==> src/rtl/mc_control_pkg.sv <==
// Shared definitions for the multi-cycle MIPS-lite main controller:
// opcodes, ALU operation codes, state encodings, datapath select
// encodings and the packed control word produced by the output decoder.
package mc_control_pkg;

    // Opcodes (instr[31:26])
    localparam logic [5:0] OP_RTYPE = 6'b000000;
    localparam logic [5:0] OP_LW    = 6'b100011;
    localparam logic [5:0] OP_SW    = 6'b101011;
    localparam logic [5:0] OP_BEQ   = 6'b000100;
    localparam logic [5:0] OP_JAL   = 6'b000011;
    localparam logic [5:0] OP_ORI   = 6'b001101;
    localparam logic [5:0] OP_XORI  = 6'b001110;
    localparam logic [5:0] OP_ANDI  = 6'b001100;
    localparam logic [5:0] OP_ADDI  = 6'b001000;

    // ALU operation codes (3-bit core, zero-extended at the top level)
    localparam logic [2:0] ALU_OP_ADD   = 3'b000;
    localparam logic [2:0] ALU_OP_SUB   = 3'b001;
    localparam logic [2:0] ALU_OP_OR    = 3'b010;
    localparam logic [2:0] ALU_OP_FUNCT = 3'b011;
    localparam logic [2:0] ALU_OP_XOR   = 3'b100;
    localparam logic [2:0] ALU_OP_AND   = 3'b101;
    localparam logic [2:0] ALU_OP_ADDI  = 3'b110;

    // Controller states, 4-bit binary
    typedef enum logic [3:0] {
        ST_FETCH   = 4'd0,
        ST_DECODE  = 4'd1,
        ST_MEM_ADR = 4'd2,
        ST_MEM_RD  = 4'd3,
        ST_MEM_WB  = 4'd4,
        ST_MEM_WR  = 4'd5,
        ST_R_EXEC  = 4'd6,
        ST_R_WB    = 4'd7,
        ST_I_EXEC  = 4'd8,
        ST_I_WB    = 4'd9,
        ST_BRANCH  = 4'd10,
        ST_JUMP    = 4'd11,
        ST_TRAP    = 4'd12
    } state_t;

    // pc_src
    localparam logic [1:0] PC_SRC_ALU    = 2'd0;
    localparam logic [1:0] PC_SRC_ALUOUT = 2'd1;
    localparam logic [1:0] PC_SRC_JUMP   = 2'd2;

    // reg_dst
    localparam logic [1:0] REG_DST_RT = 2'd0;
    localparam logic [1:0] REG_DST_RD = 2'd1;
    localparam logic [1:0] REG_DST_RA = 2'd2;

    // mem_to_reg
    localparam logic [1:0] M2R_ALUOUT = 2'd0;
    localparam logic [1:0] M2R_MDR    = 2'd1;
    localparam logic [1:0] M2R_PC     = 2'd2;

    // alu_src_b
    localparam logic [1:0] SRCB_RT      = 2'd0;
    localparam logic [1:0] SRCB_FOUR    = 2'd1;
    localparam logic [1:0] SRCB_IMM     = 2'd2;
    localparam logic [1:0] SRCB_IMM_SH2 = 2'd3;

    // Raw state-decoded control word, before stall / handshake gating
    typedef struct packed {
        logic       pc_write;
        logic       pc_write_cond;
        logic [1:0] pc_src;
        logic       iord;
        logic       mem_read;
        logic       mem_write;
        logic       ir_write;
        logic       reg_write;
        logic [1:0] reg_dst;
        logic [1:0] mem_to_reg;
        logic       alu_src_a;
        logic [1:0] alu_src_b;
        logic [2:0] alu_op;
        logic       extend_op;
    } ctrl_t;

    // States whose exit into FETCH completes (retires) an instruction
    function automatic logic is_retire_state(input state_t s);
        return s inside {ST_MEM_WB, ST_MEM_WR, ST_R_WB, ST_I_WB, ST_BRANCH, ST_JUMP};
    endfunction

    // ALU operation for the immediate-arithmetic group
    function automatic logic [2:0] imm_alu_op(input logic [5:0] opc);
        case (opc)
            OP_ORI:  return ALU_OP_OR;
            OP_XORI: return ALU_OP_XOR;
            OP_ANDI: return ALU_OP_AND;
            OP_ADDI: return ALU_OP_ADDI;
            default: return ALU_OP_ADD;
        endcase
    endfunction

endpackage

==> src/rtl/mc_control_out_dec.sv <==
// Combinational (state, opcode) -> control-word decoder for the
// multi-cycle controller. Produces the ungated Moore control word; the
// FSM applies stall and memory-handshake qualification.
module mc_control_out_dec
    import mc_control_pkg::*;
(
    input  state_t     state,
    input  logic [5:0] opc,
    output ctrl_t      ctrl
);

    logic [2:0] i_alu_op;
    logic       i_ext;

    assign i_alu_op = imm_alu_op(opc);
    // Only ADDI is a signed immediate; logical immediates zero-extend
    assign i_ext    = (opc == OP_ADDI);

    // Per-state control word, everything inactive unless the state asks for it
    always_comb begin
        ctrl = '0;
        case (state)
            ST_FETCH: begin
                ctrl.mem_read  = 1'b1;
                ctrl.iord      = 1'b0;
                ctrl.alu_src_a = 1'b0;
                ctrl.alu_src_b = SRCB_FOUR;
                ctrl.alu_op    = ALU_OP_ADD;
                ctrl.ir_write  = 1'b1;
                ctrl.pc_write  = 1'b1;
                ctrl.pc_src    = PC_SRC_ALU;
            end
            ST_DECODE: begin
                // Branch target PC+4+(imm<<2); the offset is signed
                ctrl.alu_src_a = 1'b0;
                ctrl.alu_src_b = SRCB_IMM_SH2;
                ctrl.alu_op    = ALU_OP_ADD;
                ctrl.extend_op = 1'b1;
            end
            ST_MEM_ADR: begin
                ctrl.alu_src_a = 1'b1;
                ctrl.alu_src_b = SRCB_IMM;
                ctrl.alu_op    = ALU_OP_ADD;
                ctrl.extend_op = 1'b1;
            end
            ST_MEM_RD: begin
                ctrl.mem_read = 1'b1;
                ctrl.iord     = 1'b1;
            end
            ST_MEM_WB: begin
                ctrl.reg_write  = 1'b1;
                ctrl.reg_dst    = REG_DST_RT;
                ctrl.mem_to_reg = M2R_MDR;
            end
            ST_MEM_WR: begin
                ctrl.mem_write = 1'b1;
                ctrl.iord      = 1'b1;
            end
            ST_R_EXEC: begin
                ctrl.alu_src_a = 1'b1;
                ctrl.alu_src_b = SRCB_RT;
                ctrl.alu_op    = ALU_OP_FUNCT;
            end
            ST_R_WB: begin
                ctrl.reg_write  = 1'b1;
                ctrl.reg_dst    = REG_DST_RD;
                ctrl.mem_to_reg = M2R_ALUOUT;
                ctrl.alu_op     = ALU_OP_FUNCT;
            end
            ST_I_EXEC: begin
                ctrl.alu_src_a = 1'b1;
                ctrl.alu_src_b = SRCB_IMM;
                ctrl.alu_op    = i_alu_op;
                ctrl.extend_op = i_ext;
            end
            ST_I_WB: begin
                ctrl.reg_write  = 1'b1;
                ctrl.reg_dst    = REG_DST_RT;
                ctrl.mem_to_reg = M2R_ALUOUT;
                ctrl.alu_op     = i_alu_op;
                ctrl.extend_op  = i_ext;
            end
            ST_BRANCH: begin
                ctrl.alu_src_a     = 1'b1;
                ctrl.alu_src_b     = SRCB_RT;
                ctrl.alu_op        = ALU_OP_SUB;
                ctrl.pc_write_cond = 1'b1;
                ctrl.pc_src        = PC_SRC_ALUOUT;
                ctrl.extend_op     = 1'b1;
            end
            ST_JUMP: begin
                ctrl.pc_write   = 1'b1;
                ctrl.pc_src     = PC_SRC_JUMP;
                ctrl.reg_write  = 1'b1;
                ctrl.reg_dst    = REG_DST_RA;
                ctrl.mem_to_reg = M2R_PC;
            end
            default: ;  // TRAP and unused encodings: all inactive
        endcase
    end

endmodule

==> src/rtl/mc_control_fsm.sv <==
// Multi-cycle main controller for the MIPS-lite core. Sequences
// fetch/decode/execute/memory/writeback, handshakes with a variable-latency
// memory (mem_ready) and freezes on stall.
// Handshake: a memory request (mem_read/mem_write with stable iord) stays
// asserted until mem_ready is sampled high with stall low; stall masks all
// requests and enables, so mem_ready seen during a stall is ignored.
// Optional: define MC_CONTROL_PERF_CNT_EN to add retired_cnt / stall_cnt.
module mc_control_fsm
    import mc_control_pkg::*;
#(
    parameter int OP_W     = 6,
    parameter int ALU_OP_W = 3   // must be >= 3
`ifdef MC_CONTROL_PERF_CNT_EN
    ,
    parameter int CNT_W    = 32
`endif
) (
    input  logic                clk,
    input  logic                rst,
    input  logic [OP_W-1:0]     op,
    input  logic                stall,
    input  logic                mem_ready,
    output logic                pc_write,
    output logic                pc_write_cond,
    output logic [1:0]          pc_src,
    output logic                iord,
    output logic                mem_read,
    output logic                mem_write,
    output logic                ir_write,
    output logic                reg_write,
    output logic [1:0]          reg_dst,
    output logic [1:0]          mem_to_reg,
    output logic                alu_src_a,
    output logic [1:0]          alu_src_b,
    output logic [ALU_OP_W-1:0] alu_op,
    output logic                extend_op,
    output logic                illegal_op,
    output logic [3:0]          state
`ifdef MC_CONTROL_PERF_CNT_EN
    ,
    output logic [CNT_W-1:0]    retired_cnt,
    output logic [CNT_W-1:0]    stall_cnt
`endif
);

    state_t     state_q;
    state_t     state_d;
    ctrl_t      ctrl;
    logic [5:0] opc;
    logic       run;
    logic       illegal_q;

    assign opc = 6'(op);
    assign run = ~stall;

    mc_control_out_dec u_out_dec (
        .state (state_q),
        .opc   (opc),
        .ctrl  (ctrl)
    );

    // Next-state: hold under stall, otherwise sequence per instruction class
    always_comb begin
        state_d = state_q;
        if (run) begin
            case (state_q)
                ST_FETCH:   if (mem_ready) state_d = ST_DECODE;
                ST_DECODE: begin
                    case (opc)
                        OP_RTYPE:                         state_d = ST_R_EXEC;
                        OP_LW, OP_SW:                     state_d = ST_MEM_ADR;
                        OP_BEQ:                           state_d = ST_BRANCH;
                        OP_JAL:                           state_d = ST_JUMP;
                        OP_ORI, OP_XORI, OP_ANDI, OP_ADDI: state_d = ST_I_EXEC;
                        default:                          state_d = ST_TRAP;
                    endcase
                end
                ST_MEM_ADR: state_d = (opc == OP_LW) ? ST_MEM_RD : ST_MEM_WR;
                ST_MEM_RD:  if (mem_ready) state_d = ST_MEM_WB;
                ST_MEM_WR:  if (mem_ready) state_d = ST_FETCH;
                ST_R_EXEC:  state_d = ST_R_WB;
                ST_I_EXEC:  state_d = ST_I_WB;
                ST_MEM_WB, ST_R_WB, ST_I_WB,
                ST_BRANCH, ST_JUMP: state_d = ST_FETCH;
                ST_TRAP:    state_d = ST_TRAP;
                default:    state_d = ST_FETCH;
            endcase
        end
    end

    // State register; reset aborts any instruction in flight
    always_ff @(posedge clk or posedge rst) begin
        if (rst) state_q <= ST_FETCH;
        else     state_q <= state_d;
    end

    // Sticky illegal-opcode flag, cleared only by reset
    always_ff @(posedge clk or posedge rst) begin
        if (rst)                     illegal_q <= 1'b0;
        else if (state_d == ST_TRAP) illegal_q <= 1'b1;
    end

    // Enables are stall-gated; IR/PC load in FETCH also waits for mem_ready.
    // Selects and alu_op keep their state-decoded values during a stall.
    assign pc_write      = ctrl.pc_write & run & ((state_q != ST_FETCH) | mem_ready);
    assign pc_write_cond = ctrl.pc_write_cond & run;
    assign ir_write      = ctrl.ir_write & run & mem_ready;
    assign reg_write     = ctrl.reg_write & run;
    assign mem_read      = ctrl.mem_read & run;
    assign mem_write     = ctrl.mem_write & run;
    assign pc_src        = ctrl.pc_src;
    assign iord          = ctrl.iord;
    assign reg_dst       = ctrl.reg_dst;
    assign mem_to_reg    = ctrl.mem_to_reg;
    assign alu_src_a     = ctrl.alu_src_a;
    assign alu_src_b     = ctrl.alu_src_b;
    assign alu_op        = ALU_OP_W'(ctrl.alu_op);
    assign extend_op     = ctrl.extend_op;
    assign illegal_op    = illegal_q;
    assign state         = state_q;

`ifdef MC_CONTROL_PERF_CNT_EN
    logic retire;
    assign retire = run && (state_d == ST_FETCH) && is_retire_state(state_q);

    // Retired-instruction counter, wraps modulo 2^CNT_W
    always_ff @(posedge clk or posedge rst) begin
        if (rst)         retired_cnt <= '0;
        else if (retire) retired_cnt <= retired_cnt + CNT_W'(1);
    end

    // Stall-cycle counter, wraps modulo 2^CNT_W
    always_ff @(posedge clk or posedge rst) begin
        if (rst)        stall_cnt <= '0;
        else if (stall) stall_cnt <= stall_cnt + CNT_W'(1);
    end
`endif

endmodule
==> config.mk <==
export PLATFORM = sky130hd
export DESIGN_NAME = mc_control_fsm
export DESIGN_NICKNAME = d
export VERILOG_FILES = /design/src/rtl/mc_control_pkg.sv /design/src/rtl/mc_control_out_dec.sv /design/src/rtl/mc_control_fsm.sv
export SDC_FILE = /design/constraint.sdc
export NUM_CORES = 1
export LEC_CHECK = 0
export ABC_AREA = 1
export BUFFER_PORTS_ARGS = -buffer_cell sky130_fd_sc_hd__buf_2
export CORE_ASPECT_RATIO = 0.8
export CORE_MARGIN = 2
export CORE_UTILIZATION = 41
export DETAILED_ROUTE_END_ITERATION = 8
export PLACE_DENSITY = 0.75
export SETUP_SLACK_MARGIN = 0.3
export SLEW_MARGIN = 20
export SYNTH_ARGS = -nofsm -noshare
export SYNTH_HDL_FRONTEND = slang
export SYNTH_SLANG_ARGS = --single-unit
==> constraint.sdc <==
create_clock -name clk -period 1.22 [get_ports clk]
set_input_delay 0.061 -clock clk [delete_from_list [all_inputs] [get_ports clk]]
set_output_delay 0.061 -clock clk [all_outputs]
set_load 0.02 [all_outputs]
==> results.json, run 1 <==
{
  "yosysWarnings": 0,
  "cts_buffer_depth": 2,
  "hpwl_um": 1970,
  "syn_avg_cell_area_um2": 5.29,
  "yosysSeqAreaShare_pct": 17.3,
  "synth.mux.area_fraction_pct": 0,
  "synth_compound_area_share_pct": 3.80,
  "start_util_pct": 44.1,
  "ios": 35,
  "place.gp.congestion": 0.856,
  "synth_area_leader_cell": "nand2_1",
  "clock-root-buffer": "clkbuf_4",
  "synth.distinct_cells": 19,
  "die_w_um": 51.0,
  "grt-worst-endpoint": "alu_op[0]",
  "synth_fa_ha_area_share_pct": 0,
  "firstError": "[ERROR DPL-0038] Utilization greater than 100%, impossible to legalize",
  "status": "aborted with a tool error",
  "synth_top_area_share_pct": 22.3,
  "h-tree-depth": 1,
  "cts_sinks": 5,
  "die_h_um": 41.6,
  "ys_seq_elements": 5,
  "portBuffers": 34,
  "placed_area_um2": 1170,
  "lastStage": "global routing (5_1_grt)",
  "synth_area_leaders": "nand2_1 22%, dfrtp_1 17%, nor2_1 16%",
  "synth-xor-area-share_pct": 0,
  "num_rows": 13,
  "synth_simple_gate_area_share_pct": 61.0,
  "syn_inst": 137,
  "syn_nets": 147,
  "syn_area_um2": 724,
  "numCtsBuffers": 3,
  "grt_max_degree": 10,
  "worstEpCategory": "primary output",
  "synth_top_family_by_area": "simple AND/OR/NAND/NOR gates"
}
## cells by family after synthesis
logic type / Yosys count
compound gates: 5
buf+inv: 27
flops: 5
simple gates: 100
## synth_stat cells
cell      count
nand2_1      43
nor3_1        1
buf_4         1
nor4_1        1
nor2_1       31
o21ai_0       3
nand3_2       1
nand3_1      13
inv_1        22
clkbuf_8      1
nand4_1       4
nor2_2        1
o211ai_1      1
nor2_4        3
inv_2         1
buf_6         2
a21oi_1       1
nand2_2       2
dfrtp_1       5
## metrics by stage
step                      TNS (ps)  utilization [%]  cells  setup slack, ps
after floorplan              -1030                -    137             -182
after global placement        -919             71.3    211             -161
after detailed placement     -1240             71.3    211             -188
after CTS                    -5330             90.6    225             -329
## what timing repair did
item                                    4_1_cts
gates resized for setup                      60
pin swaps                                    11
hold endpoints to repair                      5
buffers inserted                              9
hold buffers                                  1
endpoints found under the setup margin       29
==> inputs of run 2 (changes only) <==
CORE_AREA = 2 2 63 65   (was unset)
CORE_ASPECT_RATIO = unset   (was 0.8)
CORE_MARGIN = unset   (was 2)
CORE_UTILIZATION = unset   (was 41)
DIE_AREA = 0 0 65 67   (was unset)
PLACE_DENSITY = unset   (was 0.75)
PLACE_DENSITY_LB_ADDON = 0.15   (was unset)
SETUP_SLACK_MARGIN = unset   (was 0.3)
clock period = 1.6 ns   (was 1.22 ns; I/O delays follow)
==> run 2 against run 1 <==
The flow now finishes without violations. Synthesized cell count is the same. Synthesized area is the same.
==> results.json, run 2 <==
{
  "status": "finished clean",
  "synth.distinct_cells": 19,
  "cp_slowest_cell": "dfrtp_2",
  "syn_area_um2": 724,
  "hold_slack_ps": 228,
  "wl_per_cell_um": 9.84,
  "skew_ps": 3.32,
  "grt_max_degree": 12,
  "min_from": "stall",
  "design_area_um2": 1110,
  "hpwl_um": 1920,
  "place.gp.congestion": 0.751,
  "route.detailed.drc": 0,
  "syn_nets": 147,
  "h-tree-depth": 1,
  "synth_top_area_share_pct": 22.3,
  "synth_area_leader_cell": "nand2_1",
  "placed_area_um2": 963,
  "ios": 35,
  "power_density_nw_per_um2": 1510,
  "timing.rr.start": "state[3]",
  "synth-edff-count": 0,
  "syn_inst": 137,
  "slowest_delay_ps": 400,
  "cts_sinks": 5,
  "synth.mux.area_fraction_pct": 0,
  "setup_viol": 0,
  "die_area_um2": 4360,
  "worstSkewPairLatency_ps": 220,
  "synth_compound_area_share_pct": 3.80,
  "die_h_um": 67,
  "r2r_slack_ps": 110,
  "routed_wl_um": 2280,
  "maxCapViolations": 0,
  "critPathLaunchType": "flip-flop",
  "clock-root-buffer": "clkbuf_8",
  "numCtsBuffers": 3,
  "p_leak_uw": 0.000665,
  "final_cell_mix": "42 x nand2_1, 30 x buf_2, 24 x nor2_1",
  "crit_chain": "inv_1 > nor2_2 > inv_2 > nor2_2 > nand2_1 > o211ai_1 > buf_4",
  "vias": 961,
  "period_minus_slack_ps": 1580,
  "ys_top_cells_by_count": "43 x nand2_1, 31 x nor2_1, 22 x inv_1",
  "dpl.cell_count": 221,
  "coreArea_um2": 3610,
  "synth_fa_ha_area_share_pct": 0,
  "cp_common_cell": "nor2_2",
  "crit_path_end_kind": "primary output",
  "via_per_inst": 4.14,
  "final_core_util_pct": 30.8,
  "antenna_found_initial": 0,
  "hold_viol": 0,
  "tightest_slew_ps": 396,
  "drive_gt1_share_pct": 40.2,
  "layoutNonFillerInstCount": 232,
  "cts_tree": "built",
  "syn_avg_cell_area_um2": 5.29,
  "largest_reg_flops": 4,
  "ys_seq_elements": 5,
  "yosysWarnings": 0,
  "slew_headroom_pct": 73.5,
  "worstHoldEndpoint": "state[2]",
  "finalCritPeriodShare_pct": 98.8,
  "crit_family": "flip-flops",
  "required_ps": 1520,
  "antenna_left": 0,
  "critical_path_peak_fanout": 4,
  "yosysSeqAreaShare_pct": 17.3,
  "min_path_cells": 3,
  "fmax_mhz": 632,
  "yosysMostFrequentCell": "nand2_1",
  "grt_pass1_wl_um": 3640,
  "portBuffers": 34,
  "start_util_pct": 20.1,
  "mostFrequentLayoutCell": "nand2_1",
  "area_growth_pct": 53.2,
  "synth_top_family_by_area": "simple AND/OR/NAND/NOR gates",
  "rsz0062_at_grt": "yes",
  "rr_endpoint": "illegal_op",
  "synth-xor-area-share_pct": 0,
  "dr.first_iter.drc_count": 38,
  "nNetsFinal": 195,
  "crit_buf_inv": 3,
  "synth_area_leaders": "nand2_1 22%, dfrtp_1 17%, nor2_1 16%",
  "min_path_type": "primary input to flip-flop",
  "synth_simple_gate_area_share_pct": 61.0,
  "slew_violations": 0,
  "crit_type": "flip-flop to primary output",
  "crit_arrival_ps": 1500,
  "cts.clk_slew.worst_paths_ps": 40,
  "synth_ff_type": "dfrtp_1",
  "antenna_cells": 0,
  "grt-ovfl-total": 0,
  "async_flop_share_pct": 100,
  "worst_r2r_path_depth": 12,
  "cts_buffer_depth": 2,
  "first_pass_iters": 4,
  "grt_pass1_vias": 865,
  "grt_use_total_pct": 10.6,
  "num_rows": 22,
  "die_w_um": 65,
  "peakVddDrop_v": 0.000595,
  "setup_tns_ps": 0
}
-- run 2: per-layer routing --
layer  vias up  wire [µm]  track usage, %
met1       436       1060            12.8
met4         0          0            2.39
met3         0         79            2.03
met2        13       1140            19.5
met5         -          0               0
li1        512          -               -
-- run 2: how the worst max path moves through the flow --
stage,startpoint,endpoint,slack [ps],depth (start not counted)
6_report,state[3],alu_op[0],20,7
4_1_cts,state[3],pc_write,-0.004,5
2_1_floorplan,state[2],reg_write,-100,6
3_3_place_gp,state[0],illegal_op,100,10
5_1_grt,state[3],alu_op[0],-70,7
3_5_place_dp,state[3],alu_op[0],40,7
-- run 2: repair_timing --
item,CTS,global route
hold buffers,1,0
gates resized for setup,8,13
endpoints found under the hold margin,5,0
pin swaps,1,6
setup endpoints to repair,8,10
buffers inserted,1,5
-- run 2: layout make-up --
type | instances | area, µm²
fill | 425 | 2500
multi-input combinational | 105 | 504
timing repair buffer | 47 | 284
sequential | 5 | 130
inverter | 23 | 86.3
tap | 48 | 60.1
clock buffer | 4 | 45.0
-- run 2: kinds of logic after synthesis --
kind of cell	count (synthesis)
AO/OA/AOI/OAI	5
buffers and inverters	27
flip-flops	5
AND/OR/NAND/NOR	100
-- run 2: power breakdown --
| group | total [µW] | internal (µW) | switching (µW) |
|---|---|---|---|
| clock network | 228 | 171 | 57.8 |
| logic | 1190 | 477 | 718 |
| registers | 256 | 173 | 83.4 |
| total | 1680 | 821 | 859 |
-- run 2: stage by stage --
step                setup WS [ps]  total power [µW]
CTS                      -0.00422              1570
finish                       18.5              1680
global placement              102              1270
detailed placement           38.1              1270
global route                -70.6              1830
floorplan                    -103               955
-- run 2: tightest hold or removal path: cells and delay by family --
| kind | cells | cell delay, ps |
|---|---|---|
| and+or+nand+nor | 2 | 140 |
| buffers and inverters | 1 | 170 |
Note: power is estimated with default switching activity, not from simulation.
